File: src/rtl/hit_edge_pkg.sv
// rtl/hit_edge_pkg.sv - shared edge code, bit positions and collector states
package hit_edge_pkg;

  localparam int OFFSET_W = 11;

  typedef logic [3:0] edge_code_t;

  localparam int EDGE_LEFT   = 3;
  localparam int EDGE_TOP    = 2;
  localparam int EDGE_RIGHT  = 1;
  localparam int EDGE_BOTTOM = 0;

  typedef enum logic [1:0] {
    COLLECT,
    REPORT,
    HOLDOFF
  } state_t;

endpackage

File: src/rtl/edge_classifier.sv
// rtl/edge_classifier.sv - maps a ball-box pixel offset onto the ball edges it lies in
module edge_classifier
  import hit_edge_pkg::*;
#(
  parameter int OBJECT_WIDTH  = 64,
  parameter int OBJECT_HEIGHT = 64,
  parameter int EDGE_MARGIN   = 4
) (
  input  logic [OFFSET_W-1:0] offset_x,
  input  logic [OFFSET_W-1:0] offset_y,
  output edge_code_t          edge_code
);

  localparam logic [OFFSET_W-1:0] LOW_LIM    = OFFSET_W'(EDGE_MARGIN);
  localparam logic [OFFSET_W-1:0] RIGHT_LIM  = OFFSET_W'(OBJECT_WIDTH - EDGE_MARGIN);
  localparam logic [OFFSET_W-1:0] BOTTOM_LIM = OFFSET_W'(OBJECT_HEIGHT - EDGE_MARGIN);

  // Bands overlap at corners, so more than one bit may be set
  always_comb begin
    edge_code              = '0;
    edge_code[EDGE_LEFT]   = offset_x <  LOW_LIM;
    edge_code[EDGE_TOP]    = offset_y <  LOW_LIM;
    edge_code[EDGE_RIGHT]  = offset_x >= RIGHT_LIM;
    edge_code[EDGE_BOTTOM] = offset_y >= BOTTOM_LIM;
  end

endmodule

File: src/rtl/hit_edge_collector.sv
// rtl/hit_edge_collector.sv - per-frame ball edge collision accumulator with hold-off
module hit_edge_collector
  import hit_edge_pkg::*;
#(
  parameter int OBJECT_WIDTH   = 64,
  parameter int OBJECT_HEIGHT  = 64,
  parameter int EDGE_MARGIN    = 4,
  parameter int HOLDOFF_FRAMES = 2
) (
  input  logic                clk,
  input  logic                reset,
  input  logic                startOfFrame,
  input  logic                ballDrawingRequest,
  input  logic [OFFSET_W-1:0] ballOffsetX,
  input  logic [OFFSET_W-1:0] ballOffsetY,
  input  logic                borderDrawingRequest,
  input  logic                brickDrawingRequest,
  output logic                collision,
  output edge_code_t          HitEdgeCode,
  output logic                collisionBrick,
  output logic [7:0]          hitCount
);

  localparam logic [7:0] HOLD_LOAD    = 8'(HOLDOFF_FRAMES);
  localparam logic [7:0] HOLD_LOAD_M1 = (HOLDOFF_FRAMES > 0) ? 8'(HOLDOFF_FRAMES - 1) : 8'd0;

  state_t     state_q, state_d;
  edge_code_t hit_code;
  edge_code_t acc_q, acc_d;
  logic       brick_q, brick_d;
  logic [7:0] holdoff_q, holdoff_d;
  logic       frame_synced_q;
  logic       report_load;
  logic       accept;
  logic       edge_hit;

  edge_classifier #(
    .OBJECT_WIDTH (OBJECT_WIDTH),
    .OBJECT_HEIGHT(OBJECT_HEIGHT),
    .EDGE_MARGIN  (EDGE_MARGIN)
  ) u_classifier (
    .offset_x (ballOffsetX),
    .offset_y (ballOffsetY),
    .edge_code(hit_code)
  );

  assign edge_hit = ballDrawingRequest && (borderDrawingRequest || brickDrawingRequest)
                    && (hit_code != '0);

  always_comb begin
    state_d     = state_q;
    holdoff_d   = holdoff_q;
    report_load = 1'b0;
    case (state_q)
      COLLECT: begin
        if (startOfFrame) begin
          if ((acc_q != '0) && (holdoff_q == 8'd0)) begin
            state_d     = REPORT;
            report_load = 1'b1;
          end else if (holdoff_q != 8'd0) begin
            holdoff_d = holdoff_q - 8'd1;
          end
        end
      end
      REPORT: begin
        // A frame boundary here already consumes the first hold-off frame
        if (startOfFrame) begin
          if (HOLDOFF_FRAMES > 1) begin
            state_d   = HOLDOFF;
            holdoff_d = HOLD_LOAD_M1;
          end else begin
            state_d   = COLLECT;
            holdoff_d = 8'd0;
          end
        end else begin
          holdoff_d = HOLD_LOAD;
          state_d   = (HOLDOFF_FRAMES == 0) ? COLLECT : HOLDOFF;
        end
      end
      HOLDOFF: begin
        if (startOfFrame) begin
          if (holdoff_q <= 8'd1) begin
            state_d   = COLLECT;
            holdoff_d = 8'd0;
          end else begin
            holdoff_d = holdoff_q - 8'd1;
          end
        end
      end
      default: state_d = COLLECT;
    endcase
  end

  // Hits count only toward a frame that will be collected; the partial frame after reset is dropped
  always_comb begin
    accept  = (frame_synced_q || startOfFrame)
              && ((state_d == COLLECT) || ((state_d == REPORT) && (HOLDOFF_FRAMES == 0)));
    acc_d   = startOfFrame ? '0 : acc_q;
    brick_d = startOfFrame ? 1'b0 : brick_q;
    if (accept && edge_hit) begin
      acc_d   = acc_d | hit_code;
      brick_d = brick_d | brickDrawingRequest;
    end
  end

  always_ff @(posedge clk) begin
    if (reset) begin
      state_q        <= COLLECT;
      acc_q          <= '0;
      brick_q        <= 1'b0;
      holdoff_q      <= 8'd0;
      frame_synced_q <= 1'b0;
      collision      <= 1'b0;
      HitEdgeCode    <= '0;
      collisionBrick <= 1'b0;
      hitCount       <= 8'd0;
    end else begin
      state_q        <= state_d;
      acc_q          <= acc_d;
      brick_q        <= brick_d;
      holdoff_q      <= holdoff_d;
      frame_synced_q <= frame_synced_q | startOfFrame;
      collision      <= report_load;
      collisionBrick <= report_load & brick_q;
      if (report_load) begin
        HitEdgeCode <= acc_q;
        hitCount    <= (hitCount != 8'hFF) ? hitCount + 8'd1 : hitCount;
      end
    end
  end

endmodule
File: config.mk
export PLATFORM = sky130hd
export DESIGN_NAME = hit_edge_collector
export DESIGN_NICKNAME = d
export VERILOG_FILES = /design/src/rtl/hit_edge_pkg.sv /design/src/rtl/edge_classifier.sv /design/src/rtl/hit_edge_collector.sv
export SDC_FILE = /design/constraint.sdc
export NUM_CORES = 1
export LEC_CHECK = 0
export CORE_MARGIN = 1.5
export CORE_UTILIZATION = 35
export CTS_CLUSTER_DIAMETER = 60
export CTS_CLUSTER_SIZE = 25
export DETAILED_ROUTE_END_ITERATION = 12
export PLACE_DENSITY = 0.65
export SLEW_MARGIN = 20
export SYNTH_ARGS = -nofsm -noshare
export SYNTH_HDL_FRONTEND = slang
export SYNTH_SLANG_ARGS = --single-unit
File: constraint.sdc
create_clock -name clk -period 2.5 [get_ports clk]
set_clock_uncertainty 0.05 [all_clocks]
set_input_delay 0.75 -clock clk [delete_from_list [all_inputs] [get_ports clk]]
set_output_delay 0.75 -clock clk [all_outputs]
set_load 0.03 [all_outputs]
==> results of run 1 <==
[layout make-up]
class / instances / area [sq um]
clock inverters: 1 / 5.00
flip-flops and latches: 30 / 601
well taps: 52 / 65.1
fillers: 426 / 2170
inverters: 10 / 37.5
multi-input cells: 138 / 955
clock buffers: 7 / 86.3
repair buffers: 50 / 468
[worst reg2reg max path, cell delays in order, from the launching register on]
cell                        delay [ns]
sky130_fd_sc_hd__dfxtp_1          0.44
sky130_fd_sc_hd__inv_1            0.11
sky130_fd_sc_hd__ha_1             0.34
sky130_fd_sc_hd__or2_2            0.40
sky130_fd_sc_hd__a2111oi_0        0.61
sky130_fd_sc_hd__xnor2_1          0.19
sky130_fd_sc_hd__nor2_1           0.05
[cells by family after synthesis]
family / share of synthesized area [%]
flip-flops: 37.3
adder cells (fa/ha/maj): 7.00
multiplexers: 3.11
AND/OR/NAND/NOR: 25.3
AO/OA/AOI/OAI: 17.4
XOR/XNOR: 6.53
buffers and inverters: 3.34
[state kept, by name, indices dropped and copies added (netlist names)]
signal          count
collision           1
hitCount            8
collisionBrick      1
brick_q             1
HitEdgeCode         4
frame_synced_q      1
holdoff_q           8
state_q             2
acc_q               4
[Yosys cell counts (all sizes together) (2+ instances only)]
master / instances
nor3: 7
xnor2: 12
a21oi: 6
dfxtp: 30
or2: 3
nand4: 5
nor3b: 2
nand2: 6
a2111oi: 4
o21ai: 6
nor4: 5
clkbuf: 3
and2: 2
inv: 10
mux2i: 5
ha: 9
a22oi: 4
nand3: 7
nor2: 27
a211oi: 3
and3: 3
nand2b: 2
o221a: 2
or4: 4
[metrics by stage]
step | TNS [ns] | setup slack [ns]
4_1_cts | 0 | 0.235
6_report | 0 | 0.185
2_1_floorplan | 0 | 0.418
3_3_place_gp | 0 | 0.00120
5_1_grt | 0 | 0.0368
3_5_place_dp | -0.0895 | -0.0485
[final timing paths]
kind / startpoint / endpoint / slack [ns] / cells after the start
worst max-delay path: state_q[0] / holdoff_q[3] / 0.19 / 6
worst min-delay path: brick_q / collisionBrick / 0.42 / 1
worst max register to register: state_q[0] / holdoff_q[3] / 0.19 / 6
worst min register to register: brick_q / collisionBrick / 0.42 / 1
[power by group]
group          internal, uW  switching, uW  total (uW)
logic                   326            333         660
clock network           222            176         398
registers               535           60.6         595
total                  1080            570        1650
[layer usage]
layer | share of wire [%] | up-vias | global-route usage [%]
met2 | 48 | 19 | 26.9
li1 | - | 773 | -
met4 | 1.4 | 0 | 6.29
met5 | 0 | - | 0
met1 | 48 | 701 | 20.1
met3 | 3.0 | 5 | 3.70
==> metrics.txt, run 1 <==
# TYPE chip_impl_metric gauge
chip_impl_metric{name="global_route.usage.total",unit="%"} 16.1
chip_impl_metric{name="finalSetupViolations",unit=""} 0
chip_impl_metric{name="buffer_ports.inserted",unit=""} 37
chip_impl_metric{name="critical_path_buf_inv_count",unit=""} 1
chip_impl_metric{name="cts-buffers-inserted",unit=""} 5
chip_impl_metric{name="number_of_synthesized_register_bits",unit=""} 30
chip_impl_info{name="startpoint_type",value="flop"} 1
chip_impl_metric{name="boundaryPins",unit=""} 42
chip_impl_metric{name="post-synth-top-area-fraction",unit="%"} 37.3
chip_impl_metric{name="clock_sinks",unit=""} 30
chip_impl_metric{name="initial_standard_cell_utilization_of_the_core",unit="%"} 36.7
chip_impl_info{name="crit_type",value="flop to flop"} 1
chip_impl_metric{name="fmax",unit="GHz"} 0.432
chip_impl_metric{name="cts_htree_levels",unit=""} 2
chip_impl_metric{name="core.rowCount",unit=""} 24
chip_impl_metric{name="syn_inst",unit=""} 182
chip_impl_metric{name="wire_per_inst",unit="microns"} 12.7
chip_impl_info{name="endpoint_kind",value="flop"} 1
chip_impl_metric{name="final_nets",unit=""} 272
chip_impl_info{name="cp_cell_sequence",value="inv_1 -> ha_1 -> or2_2 -> a2111oi_0 -> xnor2_1 -> nor2_1"} 1
chip_impl_metric{name="core_footprint",unit="sq um"} 4380
chip_impl_metric{name="peakVddDrop",unit="mV"} 0.435
chip_impl_metric{name="detailedRoute.firstIterationViolations",unit=""} 93
chip_impl_metric{name="slew_headroom",unit="%"} 56.9
chip_impl_info{name="tritoncts",value="done"} 1
chip_impl_metric{name="die_height",unit="microns"} 70.8
chip_impl_info{name="holdCritPathClass",value="flop to flop"} 1
chip_impl_info{name="clock_tree.root_cell",value="sky130_fd_sc_hd__clkbuf_8"} 1
chip_impl_info{name="layout.cells.most_common",value="sky130_fd_sc_hd__clkdlybuf4s50_1"} 1
chip_impl_metric{name="cts.hold.buffers_added",unit=""} 0
chip_impl_metric{name="postSynthNetCount",unit=""} 219
chip_impl_metric{name="post_cts.resized_instances",unit=""} 0
chip_impl_metric{name="report.final.hold_viol_count",unit=""} 0
chip_impl_metric{name="clkTransAtPathRegs",unit="ns"} 0.06
chip_impl_metric{name="p_total",unit="uW"} 1650
chip_impl_metric{name="timing.critical_path.fanout_max",unit=""} 10
chip_impl_metric{name="wl",unit="microns"} 3660
chip_impl_metric{name="drc_errors",unit=""} 0
chip_impl_metric{name="async_reset_ff_share",unit="%"} 0
chip_impl_metric{name="postRouteAntennaNets",unit=""} 0
chip_impl_info{name="crit_path_top_delay_cell",value="sky130_fd_sc_hd__a2111oi_0"} 1
chip_impl_metric{name="antenna_cells_inserted",unit=""} 0
chip_impl_metric{name="cts_max_path_buffers",unit=""} 2
chip_impl_metric{name="tightest_slew",unit="ns"} 0.631
chip_impl_metric{name="drive_gt1_share",unit="%"} 14.4
chip_impl_metric{name="first_global_vias",unit=""} 1485
chip_impl_metric{name="synth.lib_cells_used.distinct",unit=""} 45
chip_impl_metric{name="cellLeakagePower",unit="uW"} 0.000858
chip_impl_metric{name="cpPeakStageDelay",unit="ns"} 0.61
chip_impl_metric{name="relative_area_change_from_synthesis_to_final_layout",unit="%"} 37.8
chip_impl_metric{name="grt_overflow",unit=""} 0
chip_impl_metric{name="cts.repair_timing.setup_buffer_count",unit=""} 0
chip_impl_metric{name="synth.yosys.warnings",unit=""} 0
chip_impl_info{name="critical-path-top-delay-family",value="compound AO/OA/AOI/OAI gates"} 1
chip_impl_metric{name="power_per_cell_area",unit="nW/um^2"} 745
chip_impl_info{name="post-synth-top-area-cell",value="sky130_fd_sc_hd__dfxtp_1"} 1
chip_impl_info{name="unrepaired_setup_endpoints_after_global_routing",value="no"} 1
chip_impl_metric{name="placement.cell_area",unit="sq um"} 2130
chip_impl_metric{name="worst_ep_arrival_time",unit="ns"} 2.43
chip_impl_metric{name="vias",unit=""} 1498
chip_impl_metric{name="synth.yosys.seq_area_share",unit="%"} 37.3
chip_impl_metric{name="total_half_perimeter_wirelength_after_legalization_and_detailed_placement",unit="microns"} 2780
chip_impl_metric{name="max-cap-violations",unit=""} 0
chip_impl_metric{name="min_period",unit="ns"} 2.31
chip_impl_metric{name="grt_max_degree",unit=""} 20
chip_impl_metric{name="clock_insertion_delay_at_the_later_pin_of_the_skew_report",unit="ns"} 0.28
chip_impl_metric{name="layoutNonFillerInstCount",unit=""} 288
chip_impl_info{name="status",value="finished clean"} 1
chip_impl_metric{name="grt_first_pass_wirelength",unit="microns"} 6560
chip_impl_metric{name="final_design_area_no_fill",unit="sq um"} 2220
chip_impl_metric{name="synth_enable_flop_cells",unit=""} 0
chip_impl_metric{name="first_pass_drt_iterations",unit=""} 4
chip_impl_metric{name="antenna_found_initial",unit=""} 0
chip_impl_metric{name="post_drt_via_cell_ratio",unit=""} 5.20
chip_impl_metric{name="min_period_over_period",unit="%"} 92.6
chip_impl_metric{name="syn_avg_cell_area",unit="sq um"} 8.84
chip_impl_info{name="yosys-top-cells-area",value="sky130_fd_sc_hd__dfxtp_1 37%, sky130_fd_sc_hd__ha_1 7.0%, sky130_fd_sc_hd__xnor2_1 6.5%"} 1
chip_impl_info{name="most_frequent_cells_in_the_layout",value="37 x sky130_fd_sc_hd__clkdlybuf4s50_1, 30 x sky130_fd_sc_hd__dfxtp_1, 26 x sky130_fd_sc_hd__nor2_1, 13 x sky130_fd_sc_hd__buf_4, 12 x sky130_fd_sc_hd__xnor2_1"} 1
chip_impl_metric{name="synthesized_area",unit="sq um"} 1610
chip_impl_metric{name="floorplan.die_area",unit="sq um"} 5010
chip_impl_metric{name="timing_max_transition_violations_final",unit=""} 0
chip_impl_metric{name="die_width",unit="microns"} 70.8
chip_impl_metric{name="fin_util",unit="%"} 50.6
chip_impl_metric{name="timing.hold.ws",unit="ns"} 0.424
chip_impl_info{name="dominantRegCellSynth",value="sky130_fd_sc_hd__dfxtp_1"} 1
chip_impl_metric{name="required",unit="ns"} 2.62
chip_impl_metric{name="finalWeightedCongestion",unit=""} 0.804
chip_impl_metric{name="dp_cells",unit=""} 280
No activity file was read; power rests on OpenSTA's default activity.
==> inputs of run 2 (changes only) <==
Settings changed: CORE_UTILIZATION 35 to 45, PLACE_DENSITY 0.65 to 0.79, SKIP_CTS_REPAIR_TIMING set to 1.
==> metrics.txt, run 2 (synthesis gave the netlist of run 1 again) <==
# TYPE chip_impl_metric gauge
chip_impl_metric{name="multiInputGateArea",unit="sq um"} 956
chip_impl_info{name="reg.largest.list",value="hitCount x8, holdoff_q x8"} 1
chip_impl_metric{name="fmax",unit="GHz"} 0.436
chip_impl_metric{name="first_pass_drt_iterations",unit=""} 5
chip_impl_metric{name="cts-buffers-inserted",unit=""} 5
chip_impl_metric{name="timing.critical_path.fanout_max",unit=""} 10
chip_impl_metric{name="power.switching_fraction",unit="%"} 32.2
chip_impl_metric{name="wire_per_inst",unit="microns"} 13.1
chip_impl_metric{name="drive_gt1_share",unit="%"} 14.8
chip_impl_info{name="hp-start",value="frame_synced_q"} 1
chip_impl_metric{name="clock_sinks",unit=""} 30
chip_impl_metric{name="detailedRoute.firstIterationViolations",unit=""} 54
chip_impl_metric{name="grt_first_pass_wirelength",unit="microns"} 6540
chip_impl_metric{name="power.sequential.fraction",unit="%"} 33.6
chip_impl_info{name="clock_tree.root_cell",value="sky130_fd_sc_hd__clkbuf_4"} 1
chip_impl_metric{name="grt.met1_usage",unit="%"} 24.7
chip_impl_metric{name="placement.cell_area",unit="sq um"} 2120
chip_impl_metric{name="fin_util",unit="%"} 65.8
chip_impl_metric{name="buffer_ports.inserted",unit=""} 37
chip_impl_metric{name="globalRouteMet2Util",unit="%"} 34.9
chip_impl_metric{name="floorplan.die_area",unit="sq um"} 3940
chip_impl_metric{name="die_height",unit="microns"} 62.8
chip_impl_metric{name="relative_area_change_from_synthesis_to_final_layout",unit="%"} 38.6
chip_impl_metric{name="worst_ep_arrival_time",unit="ns"} 2.47
chip_impl_metric{name="core.rowCount",unit=""} 21
chip_impl_info{name="gr-max-usage-layer",value="met2"} 1
chip_impl_metric{name="boundaryPins",unit=""} 42
chip_impl_info{name="crit_reg_reg_startpoint",value="state_q[0]"} 1
chip_impl_info{name="critPathLaunch",value="state_q[0]"} 1
chip_impl_metric{name="internal_power",unit="uW"} 1200
chip_impl_metric{name="peakVddDrop",unit="mV"} 0.470
chip_impl_metric{name="timing_max_transition_violations_final",unit=""} 0
chip_impl_metric{name="power_per_cell_area",unit="nW/um^2"} 794
chip_impl_metric{name="power.net_switching",unit="uW"} 570
chip_impl_metric{name="slew_headroom",unit="%"} 61.1
chip_impl_metric{name="initial_standard_cell_utilization_of_the_core",unit="%"} 47.5
chip_impl_metric{name="grt_max_degree",unit=""} 20
chip_impl_info{name="most_frequent_cells_in_the_layout",value="37 x sky130_fd_sc_hd__clkdlybuf4s50_1, 30 x sky130_fd_sc_hd__dfxtp_1, 26 x sky130_fd_sc_hd__nor2_1, 13 x sky130_fd_sc_hd__buf_4, 12 x sky130_fd_sc_hd__xnor2_1"} 1
chip_impl_metric{name="report.final.hold_viol_count",unit=""} 0
chip_impl_info{name="startpoint_type",value="flop"} 1
chip_impl_metric{name="min_period",unit="ns"} 2.29
chip_impl_info{name="status",value="finished clean"} 1
chip_impl_metric{name="antenna_found_initial",unit=""} 0
chip_impl_metric{name="cts_htree_levels",unit=""} 2
chip_impl_metric{name="max-cap-violations",unit=""} 0
chip_impl_metric{name="drc_errors",unit=""} 0
chip_impl_metric{name="finalSetupViolations",unit=""} 0
chip_impl_info{name="unrepaired_setup_endpoints_after_global_routing",value="no"} 1
chip_impl_metric{name="vias",unit=""} 1525
chip_impl_metric{name="clockPowerShare",unit="%"} 29.0
chip_impl_metric{name="min_period_over_period",unit="%"} 91.7
chip_impl_metric{name="first_global_vias",unit=""} 1529
chip_impl_metric{name="final_design_area_no_fill",unit="sq um"} 2230
chip_impl_metric{name="cts_max_path_buffers",unit=""} 2
chip_impl_info{name="crit_type",value="flop to flop"} 1
chip_impl_metric{name="cellLeakagePower",unit="uW"} 0.000868
chip_impl_metric{name="finalWeightedCongestion",unit=""} 0.802
chip_impl_info{name="layout.cells.most_common",value="sky130_fd_sc_hd__clkdlybuf4s50_1"} 1
chip_impl_metric{name="use_met3",unit="%"} 5.41
chip_impl_metric{name="post_drt_via_cell_ratio",unit=""} 5.41
chip_impl_info{name="holdCritPathClass",value="flop to flop"} 1
chip_impl_info{name="endpoint_kind",value="flop"} 1
chip_impl_metric{name="core_footprint",unit="sq um"} 3390
chip_impl_metric{name="required",unit="ns"} 2.67
chip_impl_info{name="tritoncts",value="done"} 1
chip_impl_metric{name="clkTransAtPathRegs",unit="ns"} 0.11
chip_impl_metric{name="combPwrFrac",unit="%"} 37.4
chip_impl_metric{name="tightest_slew",unit="ns"} 0.569
chip_impl_metric{name="grt_overflow",unit=""} 0
chip_impl_metric{name="total_half_perimeter_wirelength_after_legalization_and_detailed_placement",unit="microns"} 2810
chip_impl_metric{name="fillerInstances",unit=""} 285
chip_impl_metric{name="antenna_cells_inserted",unit=""} 0
chip_impl_metric{name="global_route.usage.total",unit="%"} 20.7
chip_impl_metric{name="final_nets",unit=""} 272
chip_impl_metric{name="wl",unit="microns"} 3680
chip_impl_metric{name="postRouteAntennaNets",unit=""} 0
chip_impl_metric{name="clock_insertion_delay_at_the_later_pin_of_the_skew_report",unit="ns"} 0.34
chip_impl_metric{name="die_width",unit="microns"} 62.8
chip_impl_metric{name="sequential_cell_area",unit="sq um"} 601
run 2: cell type report:
type,instances,area share (%)
sequential,30,26.9
tap,46,2.58
multi-input combinational,138,42.8
timing repair buffer,50,21.0
clock inverter,2,2.69
clock buffer,6,2.30
inverter,10,1.68
run 2: through the flow:
step,worst slack [ns],power (uW),hold WS [ns],setup TNS [ns],cells
after CTS,0.206,1780,0.418,0,282
after global routing,0.00479,1890,0.429,0,282
after floorplan,0.418,1050,0.380,0,182
after detailed placement,-0.0424,1260,0.398,-0.0741,274
after global placement,-0.00679,1240,0.395,-0.00679,274
final,0.208,1770,0.415,0,282
run 2: critical path, stage by stage (launching register included):
cell	delay, ns
sky130_fd_sc_hd__dfxtp_1	0.45
sky130_fd_sc_hd__inv_1	0.11
sky130_fd_sc_hd__ha_1	0.35
sky130_fd_sc_hd__or2_2	0.41
sky130_fd_sc_hd__a2111oi_0	0.56
sky130_fd_sc_hd__xnor2_1	0.18
sky130_fd_sc_hd__nor2_1	0.05
run 2: path summary, 6_finish.rpt:
path                            slack [ns]  cells after the start              to
worst min-delay path                  0.42                      1  frame_synced_q
worst max-delay path                  0.21                      6    holdoff_q[5]
worst min register to register        0.42                      1  frame_synced_q
worst max register to register        0.21                      6    holdoff_q[5]
run 2: metal layers:
metal	up-vias	share of wire, %
li1	778	-
met1	714	47
met2	23	47
met3	10	4.0
met4	0	2.3
met5	-	0
run 2: power groups by stage:
stage	clock [uW]	combinational (uW)	sequential, uW
after CTS	521	661	595
final	513	662	595
after floorplan	0	438	608
after detailed placement	0	657	606
after global routing	539	742	606
after global placement	0	636	603
==> inputs of run 3 (changes only) <==
Settings changed: GPL_TIMING_DRIVEN set to 0.
==> metrics.txt, run 3 (synthesis gave the netlist of run 1 again) <==
# TYPE chip_impl_metric gauge
chip_impl_metric{name="fillerInstances",unit=""} 302
chip_impl_info{name="clock_tree.root_cell",value="sky130_fd_sc_hd__clkbuf_4"} 1
chip_impl_metric{name="post_drt_via_cell_ratio",unit=""} 5.34
chip_impl_metric{name="final_design_area_no_fill",unit="sq um"} 2110
chip_impl_metric{name="boundaryPins",unit=""} 42
chip_impl_info{name="tritoncts",value="done"} 1
chip_impl_metric{name="clock_insertion_delay_at_the_later_pin_of_the_skew_report",unit="ns"} 0.32
chip_impl_metric{name="timing.critical_path.fanout_max",unit=""} 7
chip_impl_metric{name="cts_max_path_buffers",unit=""} 2
chip_impl_metric{name="relative_area_change_from_synthesis_to_final_layout",unit="%"} 31.2
chip_impl_metric{name="slew_headroom",unit="%"} 66.0
chip_impl_metric{name="die_width",unit="microns"} 62.8
chip_impl_metric{name="drc_errors",unit=""} 0
chip_impl_metric{name="wl",unit="microns"} 3470
chip_impl_metric{name="combPwrFrac",unit="%"} 40.2
chip_impl_info{name="critical-path-top-delay-family",value="compound AO/OA/AOI/OAI gates"} 1
chip_impl_metric{name="min_period",unit="ns"} 2.34
chip_impl_metric{name="internal_power",unit="uW"} 955
chip_impl_metric{name="buffer_ports.inserted",unit=""} 37
chip_impl_metric{name="power.sequential.fraction",unit="%"} 39.9
chip_impl_metric{name="grt_max_degree",unit=""} 11
chip_impl_metric{name="clockPowerShare",unit="%"} 19.9
chip_impl_info{name="holdCritPathClass",value="flop to flop"} 1
chip_impl_metric{name="cellLeakagePower",unit="uW"} 0.000789
chip_impl_metric{name="critical_path_buf_inv_count",unit=""} 2
chip_impl_metric{name="peakVddDrop",unit="mV"} 0.437
chip_impl_metric{name="drive_gt1_share",unit="%"} 11.5
chip_impl_metric{name="final_nets",unit=""} 263
chip_impl_info{name="cp_cell_sequence",value="clkdlybuf4s50_1 -> inv_1 -> a31o_2 -> a2111oi_0 -> xnor2_1 -> nor2_1"} 1
chip_impl_metric{name="clkTransAtPathRegs",unit="ns"} 0.09
chip_impl_metric{name="reg2reg_setup_slack",unit="ns"} 0.25
chip_impl_metric{name="power.switching_fraction",unit="%"} 36.5
chip_impl_metric{name="antenna_found_initial",unit=""} 0
chip_impl_metric{name="tightest_slew",unit="ns"} 0.497
chip_impl_metric{name="global_route.usage.total",unit="%"} 20.0
chip_impl_metric{name="power_per_cell_area",unit="nW/um^2"} 713
chip_impl_metric{name="antenna_cells_inserted",unit=""} 0
chip_impl_metric{name="worst_ep_arrival_time",unit="ns"} 2.51
chip_impl_info{name="unrepaired_setup_endpoints_after_global_routing",value="no"} 1
chip_impl_info{name="reg.largest.list",value="hitCount x8, holdoff_q x8"} 1
chip_impl_metric{name="clock_sinks",unit=""} 30
chip_impl_info{name="startpoint_type",value="input port"} 1
chip_impl_metric{name="depth_of_the_most_critical_reg_to_reg_path",unit=""} 8
chip_impl_metric{name="grt_overflow",unit=""} 0
chip_impl_info{name="critPathLaunch",value="startOfFrame"} 1
chip_impl_metric{name="fmax",unit="GHz"} 0.428
chip_impl_metric{name="total_half_perimeter_wirelength_after_legalization_and_detailed_placement",unit="microns"} 2720
chip_impl_metric{name="cts-buffers-inserted",unit=""} 5
chip_impl_metric{name="required",unit="ns"} 2.67
chip_impl_metric{name="placement.cell_area",unit="sq um"} 2040
chip_impl_metric{name="initial_standard_cell_utilization_of_the_core",unit="%"} 47.5
chip_impl_metric{name="final.setup.tns",unit="ns"} 0
chip_impl_metric{name="finalWeightedCongestion",unit=""} 0.813
chip_impl_metric{name="timing_max_transition_violations_final",unit=""} 0
chip_impl_metric{name="min_period_over_period",unit="%"} 93.5
chip_impl_metric{name="path_depth",unit=""} 6
chip_impl_metric{name="core_footprint",unit="sq um"} 3390
chip_impl_metric{name="detailedRoute.firstIterationViolations",unit=""} 96
chip_impl_metric{name="pre_cts_slack",unit="ns"} -0.176
chip_impl_info{name="endpoint_kind",value="flop"} 1
chip_impl_info{name="layout.cells.most_common",value="sky130_fd_sc_hd__clkdlybuf4s50_1"} 1
chip_impl_metric{name="die_height",unit="microns"} 62.8
chip_impl_metric{name="worst_slack",unit="ns"} 0.164
chip_impl_metric{name="cpPeakStageDelay",unit="ns"} 0.62
chip_impl_metric{name="first_global_vias",unit=""} 1450
chip_impl_info{name="crit_type",value="input port to flop"} 1
chip_impl_metric{name="postRouteAntennaNets",unit=""} 0
chip_impl_info{name="status",value="finished clean"} 1
chip_impl_metric{name="finalSetupViolations",unit=""} 0
chip_impl_metric{name="first_pass_drt_iterations",unit=""} 4
chip_impl_info{name="regToRegEndpoint",value="holdoff_q[5]"} 1
chip_impl_metric{name="report.final.hold_viol_count",unit=""} 0
chip_impl_info{name="worstSetupEndpoint",value="holdoff_q[5]"} 1
chip_impl_metric{name="vias",unit=""} 1457
chip_impl_metric{name="cts_htree_levels",unit=""} 2
chip_impl_info{name="most_frequent_cells_in_the_layout",value="37 x sky130_fd_sc_hd__clkdlybuf4s50_1, 28 x sky130_fd_sc_hd__dfxtp_1, 26 x sky130_fd_sc_hd__nor2_1, 12 x sky130_fd_sc_hd__xnor2_1, 10 x sky130_fd_sc_hd__inv_1"} 1
chip_impl_metric{name="power.net_switching",unit="uW"} 550
chip_impl_info{name="crit_path_top_delay_cell",value="sky130_fd_sc_hd__clkdlybuf4s50_1"} 1
chip_impl_metric{name="max-cap-violations",unit=""} 0
chip_impl_metric{name="wire_per_inst",unit="microns"} 12.7
chip_impl_metric{name="core.rowCount",unit=""} 21
chip_impl_metric{name="grt_first_pass_wirelength",unit="microns"} 6420
chip_impl_metric{name="floorplan.die_area",unit="sq um"} 3940
chip_impl_info{name="crit_reg_reg_startpoint",value="state_q[0]"} 1
run 3: cell types whose count changed in the layout (fill, tap and decap cells not counted), sizes merged:
cell    previous run  this run
clkbuf             6        10
clkinv             0         1
bufinv             2         0
buf               13         1
run 3: area by class of cell:
| type | count | area, sq um | share of cell area (%) |
|---|---|---|---|
| Clock buffer | 7 | 55.1 | 2.61 |
| Clock inverter | 1 | 5.00 | 0.237 |
| Tap cell | 46 | 57.6 | 2.73 |
| Timing Repair Buffer | 37 | 370 | 17.5 |
| Sequential cell | 30 | 603 | 28.6 |
| Multi-Input combinational cell | 138 | 966 | 45.8 |
| Inverter | 10 | 37.5 | 1.78 |
| Buffer | 4 | 16.3 | 0.771 |
run 3: worst min-delay path by stage:
| stage | to | start | cells after the start | slack (ns) |
|---|---|---|---|---|
| floorplan | collisionBrick | brick_q | 1 | 0.38 |
| global placement | frame_synced_q | frame_synced_q | 1 | 0.40 |
| detailed placement | frame_synced_q | frame_synced_q | 1 | 0.40 |
| CTS | frame_synced_q | frame_synced_q | 1 | 0.42 |
| global route | frame_synced_q | frame_synced_q | 1 | 0.43 |
| finish | frame_synced_q | frame_synced_q | 1 | 0.42 |
run 3: worst reg2reg max path: stages, from the launching register on:
cell	delay, ns
sky130_fd_sc_hd__dfxtp_2	0.39
sky130_fd_sc_hd__inv_1	0.10
sky130_fd_sc_hd__ha_1	0.20
sky130_fd_sc_hd__buf_2	0.18
sky130_fd_sc_hd__or2_2	0.28
sky130_fd_sc_hd__clkbuf_1	0.20
sky130_fd_sc_hd__a2111oi_0	0.53
sky130_fd_sc_hd__xnor2_1	0.18
sky130_fd_sc_hd__nor2_1	0.05
run 3: through the flow:
step / hold WS, ns / power, uW / cells / utilization [%]
after detailed placement: 0.401 / 1200 / 265 / 60.1
final: 0.419 / 1510 / 273 / 62.3
after CTS: 0.422 / 1500 / 273 / 61.9
after global routing: 0.433 / 1640 / 273 / 62.3
after floorplan: 0.380 / 1050 / 182 / -
after global placement: 0.396 / 1180 / 265 / 60.1
run 3: power by group through the flow:
stage,Combinational [uW],Clock (uW),Sequential (uW)
finish,605,299,601
global placement,573,0,608
detailed placement,590,0,610
floorplan,438,0,608
CTS,593,310,599
global route,689,337,612
run 3: layer usage:
| layer | track usage (%) | share of wire [%] |
|---|---|---|
| met1 | 24.9 | 47 |
| met2 | 32.5 | 47 |
| met3 | 7.75 | 4.5 |
| met4 | 4.72 | 1.3 |
| met5 | 0 | 0 |
